--- config.mk ---
export PLATFORM = sky130hd
export DESIGN_NAME = sca_exec_window_ctrl
export DESIGN_NICKNAME = d
export VERILOG_FILES = /design/src/rtl/sca_exec_window_ctrl.sv
export SDC_FILE = /design/constraint.sdc
export NUM_CORES = 1
export LEC_CHECK = 0
export CAP_MARGIN = 0
export CORE_ASPECT_RATIO = 1.25
export CORE_MARGIN = 4
export CORE_UTILIZATION = 35
export CTS_BUF_LIST = sky130_fd_sc_hd__clkbuf_8
export DETAILED_ROUTE_END_ITERATION = 8
export PLACE_DENSITY = 0.54
export SYNTH_ARGS = -nofsm -noshare
export SYNTH_HDL_FRONTEND = slang
export SYNTH_SLANG_ARGS = --single-unit
--- constraint.sdc ---
create_clock -name clk -period 4.8 [get_ports clk]
set_input_delay 1.2 -clock clk [delete_from_list [all_inputs] [get_ports clk]]
set_output_delay 1.2 -clock clk [all_outputs]
set_load 0.02 [all_outputs]
--- src/rtl/sca_exec_window_ctrl.sv ---
// ============================================================================
// Module      : sca_exec_window_ctrl
// Description : Turns one start strobe into a programmable train of execution
//               windows (pre-delay, REP windows of LEN cycles, GAP idle cycles
//               between them), gated per channel by a mask. Also drives a scope
//               trigger pulse at each window start and busy/done status.
// Revision    : 1.0 - initial release
// ============================================================================
`default_nettype none

module sca_exec_window_ctrl #(
    parameter int NUM_CH  = 4,
    parameter int CNT_W   = 8,
    parameter int REP_W   = 4,
    parameter int DEF_LEN = 6
) (
    input  logic              clk,
    input  logic              rst_n,
    input  logic              i_start,
    input  logic              i_abort,
    input  logic              i_cfg_we,
    input  logic [CNT_W-1:0]  i_cfg_delay,
    input  logic [CNT_W-1:0]  i_cfg_len,
    input  logic [CNT_W-1:0]  i_cfg_gap,
    input  logic [REP_W-1:0]  i_cfg_rep,
    input  logic [NUM_CH-1:0] i_cfg_mask,
    output logic [NUM_CH-1:0] o_enable,
    output logic              o_trig_out,
    output logic              o_busy,
    output logic              o_done,
    output logic [REP_W-1:0]  o_win_idx
);

    typedef enum logic [2:0] {
        S_IDLE   = 3'd0,
        S_DELAY  = 3'd1,
        S_ACTIVE = 3'd2,
        S_GAP    = 3'd3,
        S_DONE   = 3'd4
    } state_t;

    state_t             r_state;

    // Programmed configuration (written only while idle)
    logic [CNT_W-1:0]   r_cfg_delay;
    logic [CNT_W-1:0]   r_cfg_len;
    logic [CNT_W-1:0]   r_cfg_gap;
    logic [REP_W-1:0]   r_cfg_rep;
    logic [NUM_CH-1:0]  r_cfg_mask;

    // Run shadow: frozen at start so later writes cannot disturb a run
    logic [CNT_W-1:0]   r_sh_len_m1;
    logic [CNT_W-1:0]   r_sh_gap;
    logic [NUM_CH-1:0]  r_sh_mask;
    logic [REP_W-1:0]   r_rem;          // windows still to open after the current one
    logic [CNT_W-1:0]   r_cnt;          // down-counter, phase ends when it reaches 0

    logic [NUM_CH-1:0]  r_enable;
    logic               r_trig;
    logic               r_busy;
    logic               r_done;
    logic [REP_W-1:0]   r_win_idx;

    // A write in the same cycle as start must be seen by that run, so the
    // start path looks through the write port rather than the config regs.
    logic [CNT_W-1:0]   w_sel_delay;
    logic [CNT_W-1:0]   w_sel_len;
    logic [CNT_W-1:0]   w_sel_gap;
    logic [REP_W-1:0]   w_sel_rep;
    logic [NUM_CH-1:0]  w_sel_mask;
    logic [CNT_W-1:0]   w_sel_len_m1;
    logic [REP_W-1:0]   w_sel_rep_m1;
    logic [CNT_W-1:0]   w_gap_m1;
    logic               w_cnt_zero;
    logic               w_cfg_wr;

    assign w_cfg_wr     = (r_state == S_IDLE) && i_cfg_we;
    assign w_sel_delay  = i_cfg_we ? i_cfg_delay : r_cfg_delay;
    assign w_sel_len    = i_cfg_we ? i_cfg_len   : r_cfg_len;
    assign w_sel_gap    = i_cfg_we ? i_cfg_gap   : r_cfg_gap;
    assign w_sel_rep    = i_cfg_we ? i_cfg_rep   : r_cfg_rep;
    assign w_sel_mask   = i_cfg_we ? i_cfg_mask  : r_cfg_mask;

    // Length and repeat of 0 behave as 1, so their "minus one" floors at 0
    assign w_sel_len_m1 = (w_sel_len == '0) ? '0 : (w_sel_len - CNT_W'(1));
    assign w_sel_rep_m1 = (w_sel_rep == '0) ? '0 : (w_sel_rep - REP_W'(1));
    assign w_gap_m1     = r_sh_gap - CNT_W'(1);
    assign w_cnt_zero   = (r_cnt == '0);

    // Configuration register file, writable only while no run is in progress
    always_ff @(posedge clk or negedge rst_n) begin
        if (!rst_n) begin
            r_cfg_delay <= '0;
            r_cfg_len   <= CNT_W'(DEF_LEN);
            r_cfg_gap   <= '0;
            r_cfg_rep   <= REP_W'(1);
            r_cfg_mask  <= '1;
        end else if (w_cfg_wr) begin
            r_cfg_delay <= i_cfg_delay;
            r_cfg_len   <= i_cfg_len;
            r_cfg_gap   <= i_cfg_gap;
            r_cfg_rep   <= i_cfg_rep;
            r_cfg_mask  <= i_cfg_mask;
        end
    end

    // Window sequencer with registered outputs; abort overrides everything
    always_ff @(posedge clk or negedge rst_n) begin
        if (!rst_n) begin
            r_state     <= S_IDLE;
            r_sh_len_m1 <= '0;
            r_sh_gap    <= '0;
            r_sh_mask   <= '0;
            r_rem       <= '0;
            r_cnt       <= '0;
            r_enable    <= '0;
            r_trig      <= 1'b0;
            r_busy      <= 1'b0;
            r_done      <= 1'b0;
            r_win_idx   <= '0;
        end else if ((r_state != S_IDLE) && i_abort) begin
            r_state  <= S_IDLE;
            r_enable <= '0;
            r_trig   <= 1'b0;
            r_busy   <= 1'b0;
            r_done   <= 1'b0;
        end else begin
            case (r_state)
                S_IDLE: begin
                    r_trig <= 1'b0;
                    r_done <= 1'b0;
                    if (i_start && !i_abort) begin
                        r_sh_len_m1 <= w_sel_len_m1;
                        r_sh_gap    <= w_sel_gap;
                        r_sh_mask   <= w_sel_mask;
                        r_rem       <= w_sel_rep_m1;
                        r_win_idx   <= '0;
                        r_busy      <= 1'b1;
                        if (w_sel_delay != '0) begin
                            r_state  <= S_DELAY;
                            r_cnt    <= w_sel_delay - CNT_W'(1);
                            r_enable <= '0;
                        end else begin
                            r_state  <= S_ACTIVE;
                            r_cnt    <= w_sel_len_m1;
                            r_enable <= w_sel_mask;
                            r_trig   <= 1'b1;
                        end
                    end
                end
                S_DELAY: begin
                    if (w_cnt_zero) begin
                        r_state  <= S_ACTIVE;
                        r_cnt    <= r_sh_len_m1;
                        r_enable <= r_sh_mask;
                        r_trig   <= 1'b1;
                    end else begin
                        r_cnt <= r_cnt - CNT_W'(1);
                    end
                end
                S_ACTIVE: begin
                    r_trig <= 1'b0;
                    if (!w_cnt_zero) begin
                        r_cnt <= r_cnt - CNT_W'(1);
                    end else if (r_rem == '0) begin
                        r_state  <= S_DONE;
                        r_enable <= '0;
                        r_done   <= 1'b1;
                    end else if (r_sh_gap != '0) begin
                        r_state  <= S_GAP;
                        r_cnt    <= w_gap_m1;
                        r_enable <= '0;
                    end else begin
                        // Abutting windows: enable stays high, trigger re-fires
                        r_cnt     <= r_sh_len_m1;
                        r_trig    <= 1'b1;
                        r_rem     <= r_rem - REP_W'(1);
                        r_win_idx <= r_win_idx + REP_W'(1);
                    end
                end
                S_GAP: begin
                    if (w_cnt_zero) begin
                        r_state   <= S_ACTIVE;
                        r_cnt     <= r_sh_len_m1;
                        r_enable  <= r_sh_mask;
                        r_trig    <= 1'b1;
                        r_rem     <= r_rem - REP_W'(1);
                        r_win_idx <= r_win_idx + REP_W'(1);
                    end else begin
                        r_cnt <= r_cnt - CNT_W'(1);
                    end
                end
                S_DONE: begin
                    r_state <= S_IDLE;
                    r_done  <= 1'b0;
                    r_busy  <= 1'b0;
                end
                default: begin
                    r_state  <= S_IDLE;
                    r_enable <= '0;
                    r_trig   <= 1'b0;
                    r_busy   <= 1'b0;
                    r_done   <= 1'b0;
                end
            endcase
        end
    end

    assign o_enable   = r_enable;
    assign o_trig_out = r_trig;
    assign o_busy     = r_busy;
    assign o_done     = r_done;
    assign o_win_idx  = r_win_idx;

endmodule

`default_nettype wire

==> impl_metrics.toml <==
[logic_synthesis]
synth_top_area_cell = "sky130_fd_sc_hd__dfrtp_1"
postSynth.topFlopCell = "sky130_fd_sc_hd__dfrtp_1"
synth-seq-cells = 78
yosysUniqueCellTypes = 70
synth_edf_count = 0
syn_area_um2 = 4670
yosysTopAreaCellShare_pct = 38.0
async_reset_ff_share_pct = 100
postSynthCellCount = 473
synth.yosys.seq_area_share_pct = 42.0
total_number_of_yosys_warnings = 0
synth.area.top_cells = "sky130_fd_sc_hd__dfrtp_1 38%, sky130_fd_sc_hd__mux2_2 9.6%, sky130_fd_sc_hd__mux2i_1 6.6%"
postSynthNetCount = 516
synth_area_per_cell_um2 = 9.87

[timing]
setup_viol = 0
post-route-period-util_pct = 72.9
post-route-min-period_ns = 3.50
max_clock_freq_ghz = 0.286
finalMaxSlewViolations = 0
skew_ns = 0.00980
unrepaired_setup_endpoints_after_global_routing = "false"
worstMarginPinSlew_ns = 1.01
timing.setup.tns_ns = 0
final-hold-violation-count = 0
timing.slew.headroom_pct = 32.9

[clock_network]
postCtsSetupRepairBufs = 0
total_clock_sinks = 78
post_cts_resize_count = 0
postCtsHoldBufs = 0
worstSkewPairLatency_ns = 0.35
cts_tree = "yes"
clock_tree.root_cell = "sky130_fd_sc_hd__clkbuf_8"
cts.path.max_buffers = 2
number_of_h_tree_levels = 3
cts_buffers = 9
clock_pin_transition_on_the_worst_setup_and_hold_timing_paths_ns = 0.09

[floorplanning]
ioPinCount = 48
die_area_um2 = 15300
core_box_area_um2 = 12900
core.rowCount = 46
initial_utilization_pct = 36.2
die-width_um = 111
floorplan.die.height_um = 137

[worst_setup_path]
endpoint_kind = "register"
path_class = "input pin to register"
cp-start-kind = "input pin"
worst_ep_required_time_ns = 5.07
worstPathMaxFanout = 26
timing.critical_path.arrival_ns = 3.77

[detailed_routing]
violation_count_after_the_first_detailed_route_iteration = 182
via_count = 3686
drt-pass1-iter-count = 5
postRouteWirelength_mm = 11.2
remaining_drc_errors = 0
ant_nets = 0
via_per_inst = 5.38
post_drt_wl_per_cell_um = 16.4

[grt]
globalRoute.totalOverflow = 0
grt_pass1_vias = 3642
antenna_found_initial = 0
grt_max_degree = 79
global_route_wire_length_before_repair_mm = 18.5
track_usage_pct = 15.0

[cells_and_area]
final_net_count = 555
filler_cell_count = 1326
synthToLayoutAreaGrowth_pct = 16.3
multi_input_area_um2 = 2550
seq_area_um2 = 1960
layout.cells.non_filler = 685
layout-drive-gt1-share_pct = 16.4
diodes = 0

[place]
placed_cells = 669
total_half_perimeter_wirelength_after_legalization_and_detailed_placement_mm = 8.23
globalplace.congestion = 0.850
port_buffers = 47

[power_and_ir_drop]
cellPowerDensity_nw_per_um2 = 564
vdd_ir_drop_max_mv = 0.213
total_leakage_power_uw = 0.00220

[min_path]
worstHoldPathType = "register to register"

[job]
maxCapViolations = 0

[run_status]
status = "complete, no violations"
[stage by stage]
| step | setup slack [ns] | power [µW] | hold WS, ns | utilization (%) | area, µm² |
|---|---|---|---|---|---|
| floorplan | 1.02 | 2230 | 0.446 | - | 4670 |
| global placement | 0.975 | 2610 | 0.457 | 40.8 | 5260 |
| detailed placement | 0.953 | 2630 | 0.468 | 40.8 | 5260 |
| CTS | 1.34 | 3100 | 0.487 | 42.1 | 5430 |
| global route | 1.09 | 3310 | 0.505 | 42.1 | 5430 |
| finish | 1.30 | 3060 | 0.488 | 42.1 | 5430 |
[routing by layer]
metal | vias to the layer above | track usage, % | part of all wire [%]
li1 | 1822 | - | -
met4 | 0 | 4.94 | 1.4
met5 | - | 0 | 0
met3 | 11 | 2.52 | 3.6
met1 | 1771 | 20.1 | 48
met2 | 82 | 24.8 | 47
[cells by family (layout without fill, tap and decap cells)]
| kind of cell | count (synthesis) | after routing | synth area share [%] |
|---|---|---|---|
| compound gates | 116 | 116 | 16.9 |
| flops | 78 | 78 | 42.0 |
| simple gates | 152 | 152 | 16.9 |
| xor+xnor | 14 | 14 | 2.63 |
| buf+inv | 35 | 79 | 3.43 |
| mux | 72 | 72 | 16.6 |
| fa+ha+maj | 6 | 6 | 1.61 |
[area by class of cell]
type,instances,share of cell area (%)
Sequential cell,78,36.1
Multi-Input combinational cell,360,46.9
Clock inverter,6,0.691
Timing Repair Buffer,51,9.07
Inverter,12,0.829
Tap cell,168,3.87
Clock buffer,10,2.53
[synthesized netlist by cell type, drive strengths merged, types with 5 or more instances]
cell type / count
dfstp: 7
clkbuf: 12
xnor2: 6
nor3b: 6
nor3: 22
buf: 11
nor2b: 5
ha: 6
nor4: 7
o21ai: 39
mux2i: 31
nand2: 51
o211ai: 6
dfrtp: 71
inv: 12
xor2: 8
mux2: 41
nor2: 30
a21oi: 17
a211oi: 6
[sequential cells by signal, indices dropped and copies added (netlist names), 3 cells and up]
| register | cells |
|---|---|
| r_sh_mask | 4 |
| o_enable | 4 |
| r_rem | 4 |
| r_cfg_len | 8 |
| r_sh_gap | 8 |
| r_cfg_rep | 4 |
| r_sh_len_m1 | 8 |
| r_cfg_gap | 8 |
| o_win_idx | 4 |
| r_cfg_mask | 4 |
| r_cnt | 8 |
| r_state | 3 |
| r_cfg_delay | 8 |
[where the power goes]
group          switching, µW  internal (µW)
sequential               262            980
combinational            730            640
clock                    253            199
total                   1240           1820
[path summary, 6_finish.rpt]
| path | start | endpoint | slack, ns | depth (start not counted) |
|---|---|---|---|---|
| worst min register to register | r_sh_mask[2] | r_sh_mask[2] | 0.49 | 2 |
| min in group asynchronous | rst_n | r_cfg_len[3] | 1.02 | 1 |
| worst min-delay path | r_sh_mask[2] | r_sh_mask[2] | 0.49 | 2 |
| max in group asynchronous | rst_n | r_sh_mask[0] | 3.14 | 1 |
| worst max register to register | r_cnt[0] | r_cnt[1] | 1.87 | 9 |
| worst max-delay path | i_cfg_we | r_cnt[2] | 1.30 | 9 |
[critical path, cell delays in order]
cell                        delay [ns]
sky130_fd_sc_hd__buf_2            0.46
sky130_fd_sc_hd__buf_4            0.43
sky130_fd_sc_hd__mux2i_1          0.16
sky130_fd_sc_hd__ha_1             0.23
sky130_fd_sc_hd__o21ai_1          0.26
sky130_fd_sc_hd__o21ai_0          0.23
sky130_fd_sc_hd__a2111oi_0        0.61
sky130_fd_sc_hd__a21oi_1          0.09
sky130_fd_sc_hd__o31ai_1          0.09
[layout by cell type (no fill, tap or decap), types with 3 or more instances in the layout]
cell                               n
sky130_fd_sc_hd__dfrtp_1          71
sky130_fd_sc_hd__nand3_1           3
sky130_fd_sc_hd__nor4_1            6
sky130_fd_sc_hd__o211ai_1          6
sky130_fd_sc_hd__clkinvlp_4        3
sky130_fd_sc_hd__a22oi_1           4
sky130_fd_sc_hd__a211oi_1          4
sky130_fd_sc_hd__mux2_2           40
sky130_fd_sc_hd__mux2i_1          31
sky130_fd_sc_hd__o221ai_1          3
sky130_fd_sc_hd__nor2_1           29
sky130_fd_sc_hd__dfstp_2           7
sky130_fd_sc_hd__clkdlybuf4s50_1  45
sky130_fd_sc_hd__nand2b_1          4
sky130_fd_sc_hd__clkinv_2          3
sky130_fd_sc_hd__ha_1              6
sky130_fd_sc_hd__o22ai_1           4
sky130_fd_sc_hd__o21ai_1           3
sky130_fd_sc_hd__or4_1             3
sky130_fd_sc_hd__o31ai_1           4
sky130_fd_sc_hd__nor3b_1           6
sky130_fd_sc_hd__a31oi_1           3
sky130_fd_sc_hd__buf_4             5
sky130_fd_sc_hd__clkbuf_8         10
sky130_fd_sc_hd__or3b_2            3
sky130_fd_sc_hd__o21ai_0          35
sky130_fd_sc_hd__a221o_1           3
sky130_fd_sc_hd__nor3_1           21
sky130_fd_sc_hd__a22o_1            4
sky130_fd_sc_hd__inv_1            12
sky130_fd_sc_hd__xor2_1            8
sky130_fd_sc_hd__xnor2_1           6
sky130_fd_sc_hd__a21oi_1          17
sky130_fd_sc_hd__nand2_1          51
sky130_fd_sc_hd__a221oi_1          3
sky130_fd_sc_hd__nor2b_1           5
Power figures use the tool's default switching activity.
==> RTL change 1, RTL diff (same settings) <==
Reset style: synchronous (`rst_n`), changed in 2 clocked blocks.
--- a/src/rtl/sca_exec_window_ctrl.sv
+++ b/src/rtl/sca_exec_window_ctrl.sv
@@ -88,7 +88,7 @@
     assign w_cnt_zero   = (r_cnt == '0);
 
     // Configuration register file, writable only while no run is in progress
-    always_ff @(posedge clk or negedge rst_n) begin
+    always_ff @(posedge clk) begin
         if (!rst_n) begin
             r_cfg_delay <= '0;
             r_cfg_len   <= CNT_W'(DEF_LEN);
@@ -105,7 +105,7 @@
     end
 
     // Window sequencer with registered outputs; abort overrides everything
-    always_ff @(posedge clk or negedge rst_n) begin
+    always_ff @(posedge clk) begin
         if (!rst_n) begin
             r_state     <= S_IDLE;
             r_sh_len_m1 <= '0;
Formal check against the unedited RTL: differs if rst_n is asserted again (counterexample within 4 cycles, from zero or initial values and one cycle with rst_n low); with rst_n held inactive, the same outputs for 4 cycles.
==> RTL change 1 against the original RTL <==
Wire length grew 11%; sequential cell count unchanged; highest routed layer unchanged; maximum frequency is 2.8% lower; design area decreased by 2.5%; critical endpoint is now r_cnt[2]; clock skew rose by 0.0044 ns; critical path depth unchanged; largest cell class unchanged; area after synthesis shrank 2.5%; worst setup slack worse by 0.10 ns; register-to-register slack improved by 0.32 ns; power is 23% lower; die area fell by 2.4%.
==> RTL change 1: results (changes against the original RTL) <==
max_slew headroom 44.1% (was 32.9%); status finished, final reports clean (unchanged); mux share of post-synthesis cell area 6.71% (was 16.6%); worst r2r src r_cfg_delay[0] (was r_cnt[0]); Compound-Gate Fraction of Synth Area 22.8% (was 16.8%); GRT Total Usage 17.2% (was 15.0%); largest net degree at the start of global routing 39 (was 79); routed wire length 12.4 mm (was 11.2 mm); Yosys cell types 62 (was 70); final hold slack 0.457 ns (was 0.488 ns); total vias in the final route 4291 (was 3686); Static Leak 0.00192 µW (was 0.00220 µW); Synth Flop Type dfxtp_1 (was dfrtp_1); crit-path max FO 12 (was 26); Worst Setup SP i_cfg_delay[0] (was i_cfg_we); Post-Synth Adder-Cell Area 2.47% (was 1.61%); critical path arrival 3.84 ns (was 3.77 ns); Iteration-0 DRC Markers 221 (was 182); Worst path max stage delay 0.63 ns (was 0.61 ns); Worst Skew 0.0142 ns (was 0.00980 ns); R2R setup slack 2.19 ns (was 1.87 ns); Async SR Flop Fraction 0% (was 100%); worst vdd ir 0.000211 V (was 0.000213 V); Final nets 661 (was 555); vias in the first global route 4041 (was 3642); DR pass1 iterations 6 (was 5)
RTL change 1: cell count changes after synthesis, sizes merged, moves of 15 or more:
cell	unedited run	this run
mux2	41	4
dfrtp	71	0
dfxtp	0	78
o21ai	39	24
nor2	30	57
nand2	51	95
a21oi	17	55
RTL change 1: worst max path at each step:
stage	to	slack [ns]	depth (start not counted)
after detailed placement	r_cnt[2]	0.84	9
after global placement	r_cnt[2]	0.91	9
after floorplan	r_state[0]	0.70	14
after global routing	r_cnt[2]	0.96	9
final	r_cnt[2]	1.20	9
after CTS	r_cnt[2]	1.20	9
RTL change 1: cell type report:
cell class / count / area, µm²
clock buffers: 9 / 124
clock inverters: 7 / 42.5
fillers: 1291 / 7420
inverters: 10 / 37.5
multi-input cells: 462 / 2810
flip-flops and latches: 78 / 1560
well taps: 168 / 210
repair buffers: 54 / 518
RTL change 1: critical path: cells and delay by family:
family,cells,cell delay [ns]
and+or+nand+nor,3,1.00
AOI/OAI and AO/OA,3,0.67
buffers and inverters,1,0.45
adders and majority gates,1,0.26
muxes,1,0.25
RTL change 1: logic make-up after synthesis:
family,after synthesis
AOI/OAI and AO/OA,158
buffers and inverters,45
and+or+nand+nor,245
muxes,30
DFF,78
adders and majority gates,9
xor gates and xnor gates,20
RTL change 1: per-stage QoR:
stage	worst slack, ns	total power, µW	cells	utilization [%]	instance area (µm²)
5_1_grt	0.961	2550	788	41.7	5300
2_1_floorplan	0.705	1660	585	-	4550
3_5_place_dp	0.839	1940	772	40.4	5130
4_1_cts	1.20	2390	788	41.7	5300
3_3_place_gp	0.906	1930	772	40.4	5130
6_report	1.20	2370	788	41.7	5300
RTL change 1: power by group:
| part | leakage [µW] | internal (µW) | switching, µW |
|---|---|---|---|
| clock network | 0.0000920 | 185 | 253 |
| logic | 0.00119 | 404 | 639 |
| registers | 0.000640 | 762 | 127 |
| total | 0.00192 | 1350 | 1020 |
RTL change 1: routing by layer:
metal  routed length, µm  part of all wire [%]  vias to the layer above  track usage [%]
li1                    -                     -                     2178                -
met1                5810                    47                     2006             23.7
met2                5840                    47                       94             27.1
met3                 554                   4.5                       13             2.43
met4                 186                   1.5                        0             6.17
met5                   0                     0                        -                0
==> RTL change 2, RTL diff (config.mk and constraints unchanged) <==
Made on the original files. `REP_W`: 4 -> 6.
--- a/src/rtl/sca_exec_window_ctrl.sv
+++ b/src/rtl/sca_exec_window_ctrl.sv
@@ -11,7 +11,7 @@
 module sca_exec_window_ctrl #(
     parameter int NUM_CH  = 4,
     parameter int CNT_W   = 8,
-    parameter int REP_W   = 4,
+    parameter int REP_W   = 6,
     parameter int DEF_LEN = 6
 ) (
     input  logic              clk,
Interface: changed (resized i_cfg_rep and o_win_idx); port bits go from 48 to 52. No check against the original RTL was run, so the function may have changed too.
==> RTL change 2 against the original RTL <==
Area after synthesis grew 10%; worst setup slack gained 0.17 ns; sequential cell count grew 6; synthesized cell count grew 12%; sequential power grew 8%; die area grew 9.3%; power grew 11%; design area grew 11%; global-route usage grew 0.68 points; wire length grew 10%; largest power group unchanged.
==> RTL change 2: results (changes against the original RTL) <==
status finished, final reports clean (unchanged); Worst R2R End o_enable[1] (was r_cnt[1]); worst vdd ir 0.000192 V (was 0.000213 V); critical path arrival 3.55 ns (was 3.77 ns); mux share of post-synthesis cell area 15.6% (was 16.6%); first-pass GRT wire length 21.0 mm (was 18.5 mm); GR Util met1 20.5% (was 20.1%); met3 Use GR 2.53% (was 2.52%); DP HPWL 9.18 mm (was 8.23 mm); Post-Synth Adder-Cell Area 2.68% (was 1.61%); Yosys cell types 64 (was 70); metal3 WL 446 µm (was 406 µm); Iteration-0 DRC Markers 178 (was 182); FF-to-FF path depth 7 (was 9); Crit path max-delay family buffers and inverters (was compound AO/OA/AOI/OAI gates); min-delay src r_sh_len_m1[1] (was r_sh_mask[2]); Synth area leaders dfrtp_1, mux2_2, mux2i_1 (unchanged); Static Leak 0.00247 µW (was 0.00220 µW); max_slew headroom 28.4% (was 32.9%); layout cells sized above 1 15.3% (was 16.4%); R2R setup slack 1.93 ns (was 1.87 ns); vias in the first global route 4172 (was 3642); metal2 WL 6.05 mm (was 5.23 mm); I/O Buffers 51 (was 47); Final nets 620 (was 555); final hold slack 0.485 ns (was 0.488 ns); Worst Hold End r_sh_len_m1[1] (was r_sh_mask[2]); Worst Skew 0.00897 ns (was 0.00980 ns); total vias in the final route 4111 (was 3686); RD Place Congestion 0.791 (was 0.850); Post-Syn Nets 578 (was 516); pre-CTS setup slack 1.07 ns (was 0.953 ns); sequential area share after synthesis 41.1% (was 42.0%); worst r2r src r_sh_gap[0] (was r_cnt[0]); xor/xnor share of the synthesized area 3.92% (was 2.63%); Commonest cells post-synth dfrtp_1, nand2_1, o21ai_0 (was dfrtp_1, nand2_1, mux2_2)
==> RTL change 2: cell count changes in the layout (fill, tap and decap cells not counted), moves of 4 or more <==
cell             delta
nor2_1             +11
o21ai_0             +9
xor2_1              +8
dfrtp_1             +6
or3_1               +6
ha_1                +5
clkdlybuf4s50_1     +4
nor4_1              -4
==> RTL change 2: metrics by stage <==
step / utilization [%] / cell area, µm² / std cells
after detailed placement: 40.2 / 5790 / 737
after floorplan: - / 5140 / 528
after global placement: 40.2 / 5790 / 737
final: 42.0 / 6040 / 753
after global routing: 42.0 / 6040 / 753
after CTS: 42.0 / 6040 / 753
==> RTL change 2: worst max-delay path by stage <==
| stage | to | cells past startpoint | slack (ns) |
|---|---|---|---|
| 2_1_floorplan | r_cnt[2] | 13 | 0.79 |
| 3_3_place_gp | r_cnt[5] | 9 | 1.13 |
| 5_1_grt | r_state[1] | 7 | 1.18 |
| 4_1_cts | r_state[1] | 7 | 1.45 |
| 3_5_place_dp | r_state[1] | 7 | 1.07 |
| 6_report | r_state[1] | 7 | 1.47 |
==> RTL change 2: layout make-up <==
| class | instances | area, µm² |
|---|---|---|
| clock buffer | 11 | 151 |
| clock inverter | 5 | 108 |
| fill | 1379 | 8360 |
| inverter | 12 | 45.0 |
| multi-input combinational | 406 | 2860 |
| sequential | 84 | 2110 |
| tap | 178 | 223 |
| timing repair buffer | 57 | 548 |
==> RTL change 2: tightest hold or removal path: stages, from the launching register on <==
cell,delay (ns)
dfrtp_1,0.35
nand2_1,0.05
o31ai_1,0.05
==> RTL change 2: power breakdown <==
part           switching [µW]  internal, µW  total (µW)
registers                 297          1050        1340
logic                     737           672        1410
clock network             268           376         644
total                    1300          2090        3400
